$ cat src/rtl/mps_op_sequencer.sv
// MPS power-on/off sequencer: N_STEP DI-check steps plus a DC-link check, and a
// main-off / discharge / system-off sequence. Reports state, step, fail cause.
// Ports: i_clk, i_rst (async, active-low), i_on_req/i_off_req pulses, i_intl
//   level, i_dc_v signed voltage, i_ext_di inputs, i_step_sel/i_step_pol per
//   step, i_hold_cyc hold time; o_on_state, o_step_idx, o_off_state,
//   o_fail_step, o_fail_code, o_sys_on.
// Option: define MPS_SEQ_STEP_MASK_EN to add i_step_en (per-step skip mask).
module mps_op_sequencer #(
  parameter int N_STEP     = 4,
  parameter int DI_W       = 16,
  parameter int HOLD_W     = 28,
  parameter int DC_POS     = 2,
  parameter int DCV_W      = 32,
  parameter int ON_DCV_TH  = 267,
  parameter int OFF_DCV_TH = 10,
  parameter int OFF_HOLD   = 1000,
  parameter int TIMEOUT    = 2000000000
) (
  input  logic                    i_clk,
  input  logic                    i_rst,
  input  logic                    i_on_req,
  input  logic                    i_off_req,
  input  logic                    i_intl,
  input  logic signed [DCV_W-1:0] i_dc_v,
  input  logic [DI_W-1:0]         i_ext_di,
  input  logic [N_STEP*4-1:0]     i_step_sel,
  input  logic [N_STEP-1:0]       i_step_pol,
`ifdef MPS_SEQ_STEP_MASK_EN
  input  logic [N_STEP-1:0]       i_step_en,
`endif
  input  logic [HOLD_W-1:0]       i_hold_cyc,
  output logic [2:0]              o_on_state,
  output logic [3:0]              o_step_idx,
  output logic [2:0]              o_off_state,
  output logic [4:0]              o_fail_step,
  output logic [2:0]              o_fail_code,
  output logic                    o_sys_on
);

  typedef enum logic [2:0] {
    ON_IDLE = 3'd0, ON_CLR = 3'd1, ON_STEP = 3'd2,
    ON_DC   = 3'd3, ON_SYS = 3'd4, ON_FAIL = 3'd7
  } on_t;

  typedef enum logic [2:0] {
    OF_IDLE = 3'd0, OF_MAIN = 3'd1, OF_DIS = 3'd2,
    OF_SYS  = 3'd3, OF_FAIL = 3'd7
  } off_t;

  localparam logic [30:0] TO_LAST   = 31'(TIMEOUT - 1);
  localparam logic [30:0] HOLD_LAST = 31'(OFF_HOLD - 1);
  localparam logic [4:0]  DCP       = 5'(DC_POS);
  localparam logic [4:0]  NST       = 5'(N_STEP);
  localparam logic signed [DCV_W-1:0] ON_TH  = DCV_W'(ON_DCV_TH);
  localparam logic signed [DCV_W-1:0] OFF_TH = DCV_W'(OFF_DCV_TH);
  localparam logic [HOLD_W-1:0] H_ONE = HOLD_W'(1);

  on_t               on_st, on_nx;
  off_t              off_st, off_nx;
  logic [3:0]        step_idx, idx_nx;
  logic [HOLD_W-1:0] hold_cnt, hold_m1;
  logic [30:0]       step_to, off_to;
  logic              dc_q, dis_q;
  logic [4:0]        fail_step;
  logic [2:0]        fail_code, on_code;
  logic              on_code_wr, enter, clr_go, off_go;
  logic              cond, step_pass;
  logic [4:0]        nxt_i;
  logic [15:0]       di_pad, pol_pad, en_pad;
  logic [3:0]        sel_arr [16];

  // Pad DI and per-step config to 16 entries; unused selects read as 0.
  for (genvar g = 0; g < 16; g++) begin : g_pad
    if (g < DI_W) begin : g_di
      assign di_pad[g] = i_ext_di[g];
    end else begin : g_nodi
      assign di_pad[g] = 1'b0;
    end
    if (g < N_STEP) begin : g_st
      assign sel_arr[g] = i_step_sel[4*g +: 4];
      assign pol_pad[g] = i_step_pol[g];
`ifdef MPS_SEQ_STEP_MASK_EN
      assign en_pad[g]  = i_step_en[g];
`else
      assign en_pad[g]  = 1'b1;
`endif
    end else begin : g_nost
      assign sel_arr[g] = 4'd0;
      assign pol_pad[g] = 1'b0;
      assign en_pad[g]  = 1'b1;
    end
  end

  assign hold_m1   = (i_hold_cyc == '0) ? '0 : i_hold_cyc - H_ONE;
  assign cond      = di_pad[sel_arr[step_idx]] == pol_pad[step_idx];
  assign step_pass = cond && (hold_cnt == hold_m1);
  assign nxt_i     = {1'b0, step_idx} + 5'd1;
  assign off_go    = (off_st == OF_IDLE) && i_off_req;
  assign clr_go    = (on_st == ON_IDLE) && i_on_req && !i_intl &&
                     (off_st == OF_IDLE) && !i_off_req;

  always_ff @(posedge i_clk or negedge i_rst) begin
    if (!i_rst) begin
      on_st  <= ON_IDLE;
      off_st <= OF_IDLE;
    end else begin
      on_st  <= on_nx;
      off_st <= off_nx;
    end
  end

  // On-sequence: interlock beats abort, abort beats pass, pass beats timeout.
  always_comb begin
    on_nx      = on_st;
    idx_nx     = step_idx;
    on_code    = 3'd0;
    on_code_wr = 1'b0;
    unique case (on_st)
      ON_IDLE: if (clr_go) on_nx = ON_CLR;
      ON_CLR, ON_STEP, ON_DC: begin
        if (i_intl) begin
          on_nx      = ON_FAIL;
          on_code    = 3'd1;
          on_code_wr = 1'b1;
        end else if (off_go) begin
          on_nx      = ON_IDLE;
          on_code    = 3'd4;
          on_code_wr = 1'b1;
        end else if (on_st == ON_CLR) begin
          if (DCP == 5'd0) on_nx = ON_DC;
          else begin
            on_nx  = ON_STEP;
            idx_nx = 4'd0;
          end
        end else if (on_st == ON_STEP &&
                     (!en_pad[step_idx] || step_pass)) begin
          if (nxt_i == DCP) on_nx = ON_DC;
          else if (nxt_i == NST) on_nx = ON_SYS;
          else begin
            on_nx  = ON_STEP;
            idx_nx = nxt_i[3:0];
          end
        end else if (on_st == ON_DC && dc_q) begin
          if (DCP == NST) on_nx = ON_SYS;
          else begin
            on_nx  = ON_STEP;
            idx_nx = DCP[3:0];
          end
        end else if (step_to == TO_LAST) begin
          on_nx      = ON_FAIL;
          on_code    = 3'd2;
          on_code_wr = 1'b1;
        end
      end
      ON_SYS: begin
        if (i_intl) begin
          on_nx      = ON_FAIL;
          on_code    = 3'd1;
          on_code_wr = 1'b1;
        end else if (off_st == OF_SYS) begin
          on_nx = ON_IDLE;
        end
      end
      default: on_nx = ON_IDLE;
    endcase
  end

  always_comb begin
    off_nx = off_st;
    unique case (off_st)
      OF_IDLE: if (i_off_req) off_nx = OF_MAIN;
      OF_MAIN: begin
        if (off_to == TO_LAST) off_nx = OF_FAIL;
        else if (off_to == HOLD_LAST) off_nx = OF_DIS;
      end
      OF_DIS: begin
        if (off_to == TO_LAST) off_nx = OF_FAIL;
        else if (dis_q) off_nx = OF_SYS;
      end
      default: off_nx = OF_IDLE;
    endcase
  end

  // New step or DC check (including step-to-step moves).
  assign enter = ((on_nx == ON_STEP) || (on_nx == ON_DC)) &&
                 ((on_nx != on_st) || (idx_nx != step_idx));

  always_ff @(posedge i_clk or negedge i_rst) begin
    if (!i_rst) begin
      step_idx  <= 4'd0;
      hold_cnt  <= '0;
      step_to   <= 31'd0;
      off_to    <= 31'd0;
      dc_q      <= 1'b0;
      dis_q     <= 1'b0;
      fail_step <= 5'd0;
      fail_code <= 3'd0;
    end else begin
      step_idx <= idx_nx;
      // Voltage compares only qualify while in their own state.
      dc_q  <= (on_st == ON_DC) && (i_dc_v > ON_TH);
      dis_q <= (off_st == OF_DIS) && (i_dc_v < OFF_TH);
      if (enter) begin
        hold_cnt <= '0;
        step_to  <= 31'd0;
      end else begin
        hold_cnt <= (on_st == ON_STEP && cond) ? hold_cnt + H_ONE : '0;
        step_to  <= (on_st == ON_STEP || on_st == ON_DC) ?
                    step_to + 31'd1 : 31'd0;
      end
      off_to <= (off_st == OF_IDLE) ? 31'd0 : off_to + 31'd1;
      if (clr_go) begin
        fail_step <= 5'd0;
        fail_code <= 3'd0;
      end else begin
        if (enter)
          fail_step <= (on_nx == ON_DC) ? 5'd16 : {1'b0, idx_nx};
        if (on_code_wr)
          fail_code <= on_code;
        else if (off_nx == OF_FAIL && off_st != OF_FAIL)
          fail_code <= 3'd3;
      end
    end
  end

  always_comb begin
    o_on_state  = on_st;
    o_step_idx  = step_idx;
    o_off_state = off_st;
    o_fail_step = fail_step;
    o_fail_code = fail_code;
    o_sys_on    = (on_st == ON_SYS);
  end

endmodule

$ cat config.mk
export PLATFORM = sky130hd
export DESIGN_NAME = mps_op_sequencer
export DESIGN_NICKNAME = d
export VERILOG_FILES = /design/src/rtl/mps_op_sequencer.sv
export SDC_FILE = /design/constraint.sdc
export NUM_CORES = 1
export LEC_CHECK = 0
export BUFFER_PORTS_ARGS = -buffer_cell sky130_fd_sc_hd__buf_4
export CORE_MARGIN = 1.5
export CORE_UTILIZATION = 43
export CTS_CLUSTER_DIAMETER = 150
export DETAILED_ROUTE_END_ITERATION = 12
export HOLD_SLACK_MARGIN = 0.12
export SLEW_MARGIN = 20
export SYNTH_ARGS = -nofsm -noshare
export SYNTH_HDL_FRONTEND = slang
export SYNTH_SLANG_ARGS = --single-unit
$ cat constraint.sdc
create_clock -name i_clk -period 4.3 [get_ports i_clk]
set_input_delay 0.86 -clock i_clk [delete_from_list [all_inputs] [get_ports i_clk]]
set_output_delay 0.86 -clock i_clk [all_outputs]
set_load 0.05 [all_outputs]
== Yosys cells after proc, flatten, opt, wreduce, memory -nomap -nowiden ==
Memories as Yosys holds them, arrays and structs flattened.
Index checks and enable logic that the tools add are counted.

* Add/subtract/negate cells: 5
* $mul: 0
* Divide/modulo/power cells: 0
* Magnitude comparators: 5
* Eq/ne operators: 20
* Shifts and indexed selects: 0
* Multiplexer cells: 62
* Bitwise gates (word level): 1
* Reduce and logical (&&, ||, !) cells: 26

{| class="wikitable"
|+ Operators by type and width
! operator !! count
|-
| two-way mux 31 bit || 3
|-
| two-way mux 28 bit || 3
|-
| two-way mux 3 bit || 21
|-
| adder 31 x 1 -> 31 bit (second input constant) || 2
|-
| == test 31 bit (second input constant) || 2
|-
| two-way mux 4 bit || 10
|-
| > comparator 32 x 10 -> 1 bit (second input constant) || 1
|-
| less-than comparator 32 x 5 -> 1 bit (second input constant) || 1
|-
| == test 31 x 10 -> 1 bit (second input constant) || 1
|-
| adder 28 x 1 -> 28 bit (second input constant) || 1
|-
| == test 28 bit || 1
|-
| logical NOT 28 bit || 1
|-
| subtractor 28 x 1 -> 28 bit (second input constant) || 1
|-
| == test 3 x 2 -> 1 bit (second input constant) || 6
|-
| one-hot mux 3 bit (3 select lines) || 2
|-
| binary-select mux 4 bit (select 4 bit) || 1
|-
| two-way mux 5 bit || 3
|-
| logical AND 1 bit || 13
|-
| two-way mux 1 bit || 11
|-
| less-than comparator 4 x 5 -> 1 bit (second input constant) || 2
|-
| binary-select mux 1 bit (select 4 bit) || 2
|-
| two-way mux 2 bit || 4
|-
| == test 3 x 1 -> 1 bit (second input constant) || 2
|-
| == test 3 bit (second input constant) || 2
|-
| 17 further kinds || 23
|}

* Bits in registers: 110
* Latch bits: 0
* RAM bits: 0
* Memory bits (read-only): 16
* Bits of input ports: 101
* Output and inout port bits: 19
* Logic and storage cells: 130
* Memories kept: 1

{| class="wikitable"
|+ Memories
! name !! words !! width !! rd ports !! clocked after Yosys merged registers in !! wr ports !! RTL line !! text
|-
| (no name shown) || 16 || 1 || 1 || 0 || 0 || 136 || <nowiki>(!en_pad[step_idx] || step_pass)) begin</nowiki>
|}

== Logic depth before layout (Yosys ltp) ==
Gate-level depths: netlist of the first run.

* Depth in word-level cells: 20
* Depth in mapped cells: 18
* Mapped depth without buffers: 14

== Worst setup path before layout of the first run ==
Ideal clock, no wire load.

* Path kind: input port to flip-flop
* Start: input i_hold_cyc[5]
* End: register step_to[24]
* Setup time: 0.072 ns
* Arrival: 4.460 ns
* Required time: 4.228 ns
* Path slack: -0.232 ns
* Stages on the path: 15
* Path buffers: 3
* Cells stage by stage: or4_1 > clkbuf_1 > or4_4 > or4_1 > xnor2_1 > mux2i_1 > nand4_1 > nor4b_4 > a21oi_1 > o32a_1 > o211ai_2 > buf_6 > nand2_2 > buf_6 > nor2_1

* Longest elaborated chain between the ends: 15
* Elaborated cells on any way between the ends: 25
* Those cells by class: add/sub (1); eq/ne (5); mux (12); reduce/logical (7)

{| class="wikitable"
|+ Ends and longest elaborated chain
! item !! RTL line !! text
|-
| start: declaration || 31 || <nowiki>input logic [HOLD_W-1:0] i_hold_cyc,</nowiki>
|-
| subtractor 28 x 1 -> 28 bit or logical NOT 28 bit (tied branches) || 94 || <nowiki>assign hold_m1 = (i_hold_cyc == '0) ? '0 : i_hold_cyc - H_ONE;</nowiki>
|-
| two-way mux 28 bit * || 94 ||
|-
| == test 28 bit * || 96 || <nowiki>assign step_pass = cond && (hold_cnt == hold_m1);</nowiki>
|-
| logical AND 1 bit * || 96 ||
|-
| logical OR 1 bit * || 136 ||
|-
| logical AND 1 bit * || 135 || <nowiki>end else if (on_st == ON_STEP &&</nowiki>
|-
| two-way mux 3 bit or two-way mux 4 bit (tied branches) || 135 ||
|-
| two-way mux 3 bit or two-way mux 4 bit (tied branches) || 129 || <nowiki>end else if (on_st == ON_CLR) begin</nowiki>
|-
| two-way mux 3 bit or two-way mux 4 bit (tied branches) || 125 || <nowiki>end else if (off_go) begin</nowiki>
|-
| two-way mux 3 bit or two-way mux 4 bit (tied branches) || 121 || <nowiki>if (i_intl) begin</nowiki>
|-
| one-hot mux 3 bit (3 select lines) or two-way mux 4 bit (tied branches) || 118 || <nowiki>unique case (on_st)</nowiki>
|-
| == test 3 x 2 -> 1 bit (tied with other cells) || 185 || <nowiki>assign enter = ((on_nx == ON_STEP) || (on_nx == ON_DC)) &&</nowiki>
|-
| logical OR 1 bit (on tied branches) || 185, 186 ||
|-
| logical AND 1 bit * || 185 ||
|-
| two-way mux 31 bit * || 203 || <nowiki>if (enter) begin</nowiki>
|-
| end signal: assignment || 208 || <nowiki>step_to <= (on_st == ON_STEP || on_st == ON_DC) ?</nowiki>
|-
| end: declaration || 62 || <nowiki>logic [30:0] step_to, off_to;</nowiki>
|}

Every way passes the cells marked *; elsewhere a longest branch is shown, timed or not.
A chain may end at the register's enable or synchronous reset.

== Final worst setup path of the first run ==
* Start: input i_hold_cyc[8]
* End: register hold_cnt[6]

* Longest elaborated chain between the ends: 15
* Elaborated cells on any way between the ends: 25
* Those cells by class: add/sub (1); eq/ne (5); mux (12); reduce/logical (7)

{| class="wikitable"
|+ Ends and longest elaborated chain
! item !! RTL line !! text
|-
| subtractor 28 x 1 -> 28 bit or logical NOT 28 bit (tied branches) || 94 ||
|-
| two-way mux 28 bit * || 94 ||
|-
| == test 28 bit * || 96 ||
|-
| logical AND 1 bit * || 96 ||
|-
| logical OR 1 bit * || 136 ||
|-
| logical AND 1 bit * || 135 ||
|-
| two-way mux 3 bit or two-way mux 4 bit (tied branches) || 135 ||
|-
| two-way mux 3 bit or two-way mux 4 bit (tied branches) || 129 ||
|-
| two-way mux 3 bit or two-way mux 4 bit (tied branches) || 125 ||
|-
| two-way mux 3 bit or two-way mux 4 bit (tied branches) || 121 ||
|-
| one-hot mux 3 bit (3 select lines) or two-way mux 4 bit (tied branches) || 118 ||
|-
| == test 3 x 2 -> 1 bit (tied with other cells) || 185 ||
|-
| logical OR 1 bit (on tied branches) || 185, 186 ||
|-
| logical AND 1 bit * || 185 ||
|-
| two-way mux 28 bit * || 203 ||
|-
| end signal: assignment || 207 || <nowiki>hold_cnt <= (on_st == ON_STEP && cond) ? hold_cnt + H_ONE : '0;</nowiki>
|-
| end: declaration || 61 || <nowiki>logic [HOLD_W-1:0] hold_cnt, hold_m1;</nowiki>
|}

Marked as above.

==> metrics.yaml, run 1 <==
syn_area_mm2: 0.00747
gp_congestion: 0.863
cts_tree: "yes"
grt_util_all_layers: 0.218
cap_violations: 0
worst_slack_ps: -9.03
viasPerCell: 5.40
syn-mean-instance-area_um2: 8.49
clock_latency_ps: 350
startpoint_type: "primary input"
path_clk_slew_ps: 70
violations: "negative setup slack"
r2r_slack_ps: 380
finalSetupTns_ps: -12.7
ys_ff_latch: 110
synth.area.top_cells: "dfrtp_1, nor2_1, xor2_1"
first_global_vias: 6766
fmax_ghz: 0.232
cts-hold-fix-buffers: 0
seq_area_mm2: 0.00275
design.die.area_mm2: 0.0182
nFillCells: 1624
detail_route.wl_per_cell_um: 15.1
ys_seq_area_frac: 0.368
post-synth-top-count-cell: "nor2_1"
grt_use_met3: 0.0297
synth_ff_type: "dfrtp_1"
clock-sinks: 110
tightest_slew_ps: 642
path_max_fanout: 22
busiest_layer: "met2"
finalMaxSlewViolations: 0
cts_buffers: 9
rsz0062_at_grt: "true"
synth-edff-count: 0
grt_max_degree: 53
worst-path-buf-inv: 4
routed_wl_um: 19500
antenna_found_initial: 0
antenna_cells: 0
globalRouteMet1Util: 0.296
cp_cell_sequence: "buf_6 -> or4_4 -> or4_4 -> or4_4 -> xnor2_4 -> mux2i_1 -> nand4_1 -> nor4b_4 -> buf_4 -> a21oi_4 -> o32a_1 -> o211ai_2 -> buf_6 -> nand2_4 -> buf_12 -> nor2_1"
grt_overflow: 0
layout-drive-gt1-share: 0.256
finClkSkew_ps: 9.59
yosys.area.top_type: "dfrtp_1"
netlist_top_cells_count: "nor2_1, dfrtp_1, nand2_1"
cts-root-buf: "clkbuf_16"
multi_input_area_mm2: 0.00464
max-vdd-ir-drop_mv: 0.182
drc: 0
syn_to_final_growth_pct: 28.7
finalInstanceArea_mm2: 0.00961
dr.pass1.iters: 5
synth_cell_type_count: 72
slew_headroom: 0.572
synth_cells: 880
endpoint_kind: "flip-flop"
rows: 48
synth_nets: 988
core_area_mm2: 0.0171
cpMostUsedCell: "or4_4"
worstPathArrival_ps: 4590
hpwl_um: 14800
num_io_pins: 120
p_per_area_mw_per_mm2: 307
io_buffers: 118
ant_nets: 0
grt_first_pass_wirelength_um: 32300
run_status: "complete, but fails checks"
cpPeakStageDelay_ps: 570
setup_viol: 4
place_area_mm2: 0.00913
die_w_um: 135
min_period_ps: 4310
initial_core_util: 0.437
met2_usage: 0.356
h-tree-depth: 3
preCtsSetupSlack_ps: -567
power_leakage_uw: 0.00418
chipHeight_um: 135
clockBufferDepth: 2
num-nets-final: 1170
async_flop_share: 1.00
via_count: 6983
hold_slack_ps: 463
critPathKind: "primary input to flip-flop"
ys_warn_count: 0
crit_required_ps: 4580
slowest_stage: "or4_4"
hold_viol: 0
first_iter_violations: 330
period_share: 1.00
hold_path.class: "flip-flop to flip-flop"
cp_top_family: "simple AND/OR/NAND/NOR gates"
synth_top_area_frac: 0.368
layout make-up:
type	instances	share of cell area
clock inverters	6	0.00482
flip-flops and latches	110	0.286
multi-input cells	713	0.483
clock buffers	10	0.0238
repair buffers	207	0.165
inverters	21	0.00820
well taps	225	0.0293
worst paths after layout:
path | from | end | cells after the start
max | i_hold_cyc[8] | hold_cnt[6] | 16
min | off_to[0] | off_to[0] | 1
max reg2reg | o_step_idx[0] | hold_cnt[6] | 15
min reg2reg | off_to[0] | off_to[0] | 1
max in group asynchronous | i_rst | o_off_state[2] | 2
min in group asynchronous | i_rst | o_fail_step[1] | 1
timing repair:
item | CTS | global route
endpoints found under the setup margin | 64 | 66
pin swaps | 6 | 13
setup buffers | 3 | 3
resized for setup | 16 | 22
flip-flops by register name, indices dropped and copies added (netlist names):
register / cells
o_step_idx: 4
o_off_state: 3
dc_q: 1
o_fail_code: 3
step_to: 31
o_fail_step: 5
o_on_state: 3
hold_cnt: 28
off_to: 31
dis_q: 1
power breakdown:
group / switching [uW] / internal, uW / leakage [uW]
Combinational: 602 / 424 / 0.00255
Clock: 382 / 397 / 0.000129
Sequential: 68.9 / 1070 / 0.00150
per-layer routing:
layer / routed length [um] / share of wire / vias to the layer above
met5: 0 / 0 / -
li1: - / - / 3514
met4: 437 / 0.022 / 0
met3: 726 / 0.037 / 28
met2: 9320 / 0.48 / 149
met1: 9000 / 0.46 / 3292
cells in the final DEF (no fill, tap or decap), types with 7 or more instances in the layout:
cell	count
buf_4	201
nor2_1	139
dfrtp_1	110
nand2_1	68
nand3_1	62
xor2_1	60
xnor2_1	45
and3_1	32
nor3_1	27
nor4_1	25
o21ai_0	22
inv_1	21
nand4_1	20
a21oi_1	15
mux2i_1	12
or3_1	11
and2_1	9
clkbuf_16	9
nor2b_1	8
nor4b_1	7
and4_1	7
nand2b_1	7
ha_1	7
metrics by stage:
step,util,cells,power (uW)
2_1_floorplan,-,880,1760
3_3_place_gp,0.533,1270,2090
3_5_place_dp,0.533,1270,2100
4_1_cts,0.554,1289,2950
5_1_grt,0.562,1292,3120
6_report,0.562,1292,2950
cells by family (layout without fill, tap and decap cells):
family	after synthesis	after routing	share of synthesized area
buffers and inverters	57	244	0.0335
XOR/XNOR	106	106	0.124
flip-flops	110	110	0.368
AO/OA/AOI/OAI	112	112	0.107
multiplexers	19	19	0.0340
adder cells (fa/ha/maj)	7	7	0.0117
AND/OR/NAND/NOR	469	469	0.321
Note: power is estimated with default switching activity, not from simulation.
==> run 2, diff against run 1 <==
--- a/config.mk
+++ b/config.mk
@@ -5,7 +5,7 @@
 export SDC_FILE = /design/constraint.sdc
 export NUM_CORES = 1
 export LEC_CHECK = 0
-export BUFFER_PORTS_ARGS = -buffer_cell sky130_fd_sc_hd__buf_4
+export BUFFER_PORTS_ARGS = -buffer_cell sky130_fd_sc_hd__buf_2
 export CORE_MARGIN = 1.5
 export CORE_UTILIZATION = 43
 export CTS_CLUSTER_DIAMETER = 150
==> run 2 against run 1 <==
The flow still finishes with violations (negative setup slack). Non-clock buffer count rose by 6. Die area unchanged. Cell count is 0.62% higher. Critical path type unchanged. Largest power group is now combinational logic.
==> metrics.yaml, run 2 (same netlist as run 1, synthesis figures left out) <==
num-nets-final: 1178
initial_core_util: 0.437
drc: 0
path_max_fanout: 7
fmax_ghz: 0.226
period_share: 1.03
whs_endpoint: "off_to[0]"
hold_viol: 0
worst_slack_ps: -124
r2r_slack_ps: 370
finalSetupTns_ps: -5710
routed_wl_um: 19600
switchingPower_uw: 1130
clockBufferDepth: 2
slew_headroom: 0.322
tightest_slew_ps: 1010
syn_to_final_growth_pct: 26.3
worstPathArrival_ps: 4700
min_period_ps: 4420
endpoint_kind: "flip-flop"
p_per_area_mw_per_mm2: 326
place_area_mm2: 0.00890
cts_tree: "yes"
cap_violations: 0
ant_nets: 0
critPathKind: "primary input to flip-flop"
rows: 48
core_area_mm2: 0.0171
clock_latency_ps: 350
reg.largest.list: "off_to (31), step_to (31), hold_cnt (28)"
antenna_found_initial: 0
seq_area_mm2: 0.00275
detail_route.wl_per_cell_um: 15.0
grt_first_pass_wirelength_um: 32200
viasPerCell: 5.40
rsz0062_at_grt: "true"
layout-drive-gt1-share: 0.263
first_global_vias: 6526
max-vdd-ir-drop_mv: 0.251
reg2reg_from: "o_step_idx[0]"
holdPathStages: 1
nFillCells: 1609
first_iter_violations: 464
power_leakage_uw: 0.00413
finClkSkew_ps: 10.8
clkPwrFrac: 0.259
switching_share: 0.369
design.die.area_mm2: 0.0182
dr.pass1.iters: 5
run_status: "complete, but fails checks"
num_io_pins: 120
chipHeight_um: 135
finalInstanceArea_mm2: 0.00944
crit_required_ps: 4580
cts-root-buf: "clkbuf_16"
via_count: 7015
hpwl_um: 15000
path_clk_slew_ps: 70
numPlacedInstances: 1277
antenna_cells: 0
grt_max_degree: 55
layout_commonest_cell: "nor2_1"
p_int_uw: 1940
grt_overflow: 0
rr_worst_depth: 15
violations: "negative setup slack"
h-tree-depth: 3
setup_viol: 64
finalMaxSlewViolations: 0
grt_util_all_layers: 0.219
cts_buffers: 9
startpoint_type: "primary input"
gp_congestion: 0.857
p_seq_frac: 0.366
die_w_um: 135
min-delay-start: "off_to[0]"
clock-sinks: 110
layout_common_cells: "nor2_1, buf_2, dfrtp_1, buf_4, nand2_1"
io_buffers: 118
preCtsSetupSlack_ps: -683
combPwrFrac: 0.374
multi_input_area_mm2: 0.00469
rr_endpoint: "step_to[13]"
finalNonFillerCells: 1300
hold_path.class: "flip-flop to flip-flop"
## run 2: cell types whose count changed in the layout (fill, tap and decap cells not counted), moves of 2 or more
cell,before,now
buf_6,5,2
nor2_4,2,7
o21ai_1,2,4
clkinv_4,2,0
buf_4,201,92
buf_2,0,116
nor2_1,139,133
buf_12,1,3
## run 2: cell type report
class,count,area share
inverter,21,0.00835
clock buffer,11,0.0257
tap,225,0.0298
clock inverter,5,0.00424
sequential,110,0.292
multi-input combinational,715,0.497
timing repair buffer,213,0.143
## run 2: how the worst max path moves through the flow
stage	cells past startpoint	startpoint	endpoint	slack [ps]
2_1_floorplan	15	i_hold_cyc[5]	step_to[24]	-130
3_3_place_gp	18	i_hold_cyc[0]	step_to[3]	-550
3_5_place_dp	18	i_hold_cyc[0]	step_to[15]	-680
4_1_cts	16	i_hold_cyc[5]	step_to[13]	-120
5_1_grt	16	i_hold_cyc[5]	step_to[13]	-240
6_report	16	i_hold_cyc[5]	step_to[13]	-120
## run 2: routing by layer
metal / vias up / wire (um) / track usage / part of all wire
met5: - / 0 / 0 / 0
met4: 0 / 434 / 0.0669 / 0.022
met3: 26 / 692 / 0.0278 / 0.035
met2: 159 / 9100 / 0.349 / 0.47
met1: 3292 / 9340 / 0.311 / 0.48
li1: 3538 / - / - / -
## run 2: power by group through the flow
stage                     Combinational [uW]  Clock [uW]  Sequential, uW
final                                   1150         798            1130
after global routing                    1240         863            1140
after CTS                               1140         825            1130
after detailed placement                 941           0            1150
after global placement                   937           0            1140
after floorplan                          537           0            1220
## run 2: what timing repair did
item                       CTS  global route
pin swaps                   17             7
gates cloned                 2             0
gates resized for setup     32            11
setup endpoints to repair   67            67
hold buffers                 0             0
buffers inserted             3             2
## run 2: worst max-delay path, stage by stage
cell	delay, ps
buf_6	90
or4_4	550
or4_4	440
or4_4	510
xnor2_2	210
mux2i_1	200
nand4_1	210
nor4b_4	340
buf_4	190
a21oi_2	60
o32a_1	310
o211ai_2	180
buf_6	200
buf_12	130
nand2_8	80
nor2_2	150
## run 2: per-stage QoR
stage / utilization / hold slack (ps) / power, uW
4_1_cts: 0.548 / 473 / 3090
3_3_place_gp: 0.520 / 456 / 2080
5_1_grt: 0.551 / 486 / 3240
2_1_floorplan: - / 433 / 1760
6_report: 0.551 / 470 / 3080
3_5_place_dp: 0.520 / 457 / 2090
==> run 3, diff against run 2 <==
--- a/config.mk
+++ b/config.mk
@@ -6,11 +6,12 @@
 export NUM_CORES = 1
 export LEC_CHECK = 0
 export BUFFER_PORTS_ARGS = -buffer_cell sky130_fd_sc_hd__buf_2
-export CORE_MARGIN = 1.5
-export CORE_UTILIZATION = 43
+export CORE_MARGIN = 4
+export CORE_UTILIZATION = 45
 export CTS_CLUSTER_DIAMETER = 150
 export DETAILED_ROUTE_END_ITERATION = 12
 export HOLD_SLACK_MARGIN = 0.12
+export PLACE_DENSITY = 0.66
 export SLEW_MARGIN = 20
 export SYNTH_ARGS = -nofsm -noshare
 export SYNTH_HDL_FRONTEND = slang
==> run 3 against run 2 <==
The run still ends with negative setup slack left. Routed wire length rose by 0.62%. Critical path depth is the same. Via count increased by 1.3%. Largest power group is now registers. Sequential power barely moved. Cell count decreased by 0.77%. Non-clock buffer count increased by 1. Worst setup slack improved by 63 ps. Global-route usage down 1.1 points. Largest cell class unchanged. Clock-buffer cell count increased by 1. Highest routed layer unchanged. Clock skew down 2.0 ps. Final area fell by 0.73%.
==> metrics.yaml, run 3 (same netlist as run 1, synthesis figures left out) <==
die_w_um: 137
dr.pass1.iters: 5
core_area_mm2: 0.0161
gp_congestion: 0.884
first_global_vias: 6654
run_status: "complete, but fails checks"
h-tree-depth: 3
worstPathArrival_ps: 4640
clockBufferDepth: 2
antenna_cells: 0
drc: 0
max-vdd-ir-drop_mv: 0.235
routed_wl_um: 19700
fmax_ghz: 0.229
crit_required_ps: 4570
finClkSkew_ps: 8.78
chipHeight_um: 137
ant_nets: 0
hold_viol: 0
finalInstanceArea_mm2: 0.00937
p_per_area_mw_per_mm2: 320
antenna_found_initial: 0
path_max_fanout: 13
rr_endpoint: "hold_cnt[7]"
power_leakage_uw: 0.00413
worst_slack_ps: -61.2
rows: 46
grt_first_pass_wirelength_um: 31800
reg.largest.list: "off_to (31), step_to (31), hold_cnt (28)"
slew_headroom: 0.437
period_share: 1.01
rr_worst_depth: 15
holdPathStages: 1
hpwl_um: 15000
startpoint_type: "primary input"
hold_path.class: "flip-flop to flip-flop"
cts-hold-fix-buffers: 0
cap_violations: 0
design.die.area_mm2: 0.0187
cts-root-buf: "clkbuf_16"
layout-drive-gt1-share: 0.263
num-nets-final: 1177
violations: "negative setup slack"
io_buffers: 118
r2r_slack_ps: 320
whs_endpoint: "off_to[0]"
setup_viol: 57
grt_util_all_layers: 0.207
num_io_pins: 120
initial_core_util: 0.465
first_iter_violations: 454
via_count: 7106
cts_tree: "yes"
cts_buffers: 9
clock-sinks: 110
path_clk_slew_ps: 70
place_area_mm2: 0.00889
syn_to_final_growth_pct: 25.4
min-delay-start: "off_to[0]"
tightest_slew_ps: 845
rsz0062_at_grt: "true"
finalMaxSlewViolations: 0
layout_commonest_cell: "nor2_1"
reg2reg_from: "o_step_idx[0]"
layout_common_cells: "nor2_1, buf_2, dfrtp_1, buf_4, nand2_1"
critPathKind: "primary input to flip-flop"
grt_overflow: 0
finalSetupTns_ps: -1620
clock_latency_ps: 350
viasPerCell: 5.51
grt_max_degree: 65
detail_route.wl_per_cell_um: 15.3
min_period_ps: 4360
endpoint_kind: "flip-flop"
==> run 3: changes by cell type in the layout (fill, tap and decap cells not counted), moves of 3 or more <==
cell / before / now
nor2_2: 7 / 17
nor2_1: 133 / 130
nor2_4: 7 / 0
buf_6: 2 / 6
buf_4: 92 / 89
==> run 3: worst max-delay path by stage <==
stage / from / end / slack, ps / depth (start not counted)
detailed placement: i_hold_cyc[0] / o_fail_step[2] / -610 / 17
global placement: i_hold_cyc[0] / o_fail_step[2] / -530 / 17
CTS: i_hold_cyc[5] / hold_cnt[26] / -30 / 14
floorplan: i_hold_cyc[5] / step_to[24] / -130 / 15
finish: i_hold_cyc[5] / hold_cnt[7] / -60 / 16
global route: i_hold_cyc[5] / hold_cnt[5] / -160 / 16
==> run 3: final cells by class <==
class	count	area, um^2
clock inverters	4	30.0
flip-flops and latches	110	2750
repair buffers	214	1380
fillers	1451	6690
well taps	216	270
multi-input cells	713	4610
clock buffers	12	246
inverters	21	78.8
==> run 3: power breakdown <==
| part | switching, uW | internal, uW |
|---|---|---|
| combinational | 626 | 448 |
| clock | 370 | 413 |
| sequential | 62.4 | 1080 |
==> run 3: critical path, cell delays in order <==
cell and delay [ps]:
buf_6 90, or4_4 550, or4_4 440, or4_4 530, xnor2_4 210, mux2i_1 190, nand4_1 160, nor4b_4 320
buf_4 200, a21oi_4 60, o32a_1 320, o211ai_4 220, buf_6 150, nand2_4 60, clkbuf_16 180, nor2_1 100
==> run 3: per-stage QoR <==
stage	worst slack, ps	power [uW]	util	hold slack (ps)	cells
detailed placement	-609	2080	0.554	457	1268
floorplan	-125	1760	-	433	880
global placement	-533	2070	0.554	448	1268
CTS	-33.5	2900	0.573	467	1285
global route	-159	3140	0.584	507	1290
finish	-61.2	2990	0.584	463	1290
==> run 3: what timing repair did <==
| action | CTS | global route |
|---|---|---|
| pin swaps | 3 | 4 |
| gates resized for setup | 6 | 33 |
| setup endpoints to repair | 66 | 67 |
| gates cloned | 0 | 1 |
| buffers inserted | 1 | 5 |
==> run 3: per-layer routing <==
metal	part of all wire	up-vias	wire length, um	track usage
li1	-	3531	-	-
met1	0.45	3369	8950	0.283
met2	0.48	184	9510	0.347
met3	0.049	22	957	0.0338
met4	0.014	0	267	0.0516
met5	0	-	0	0
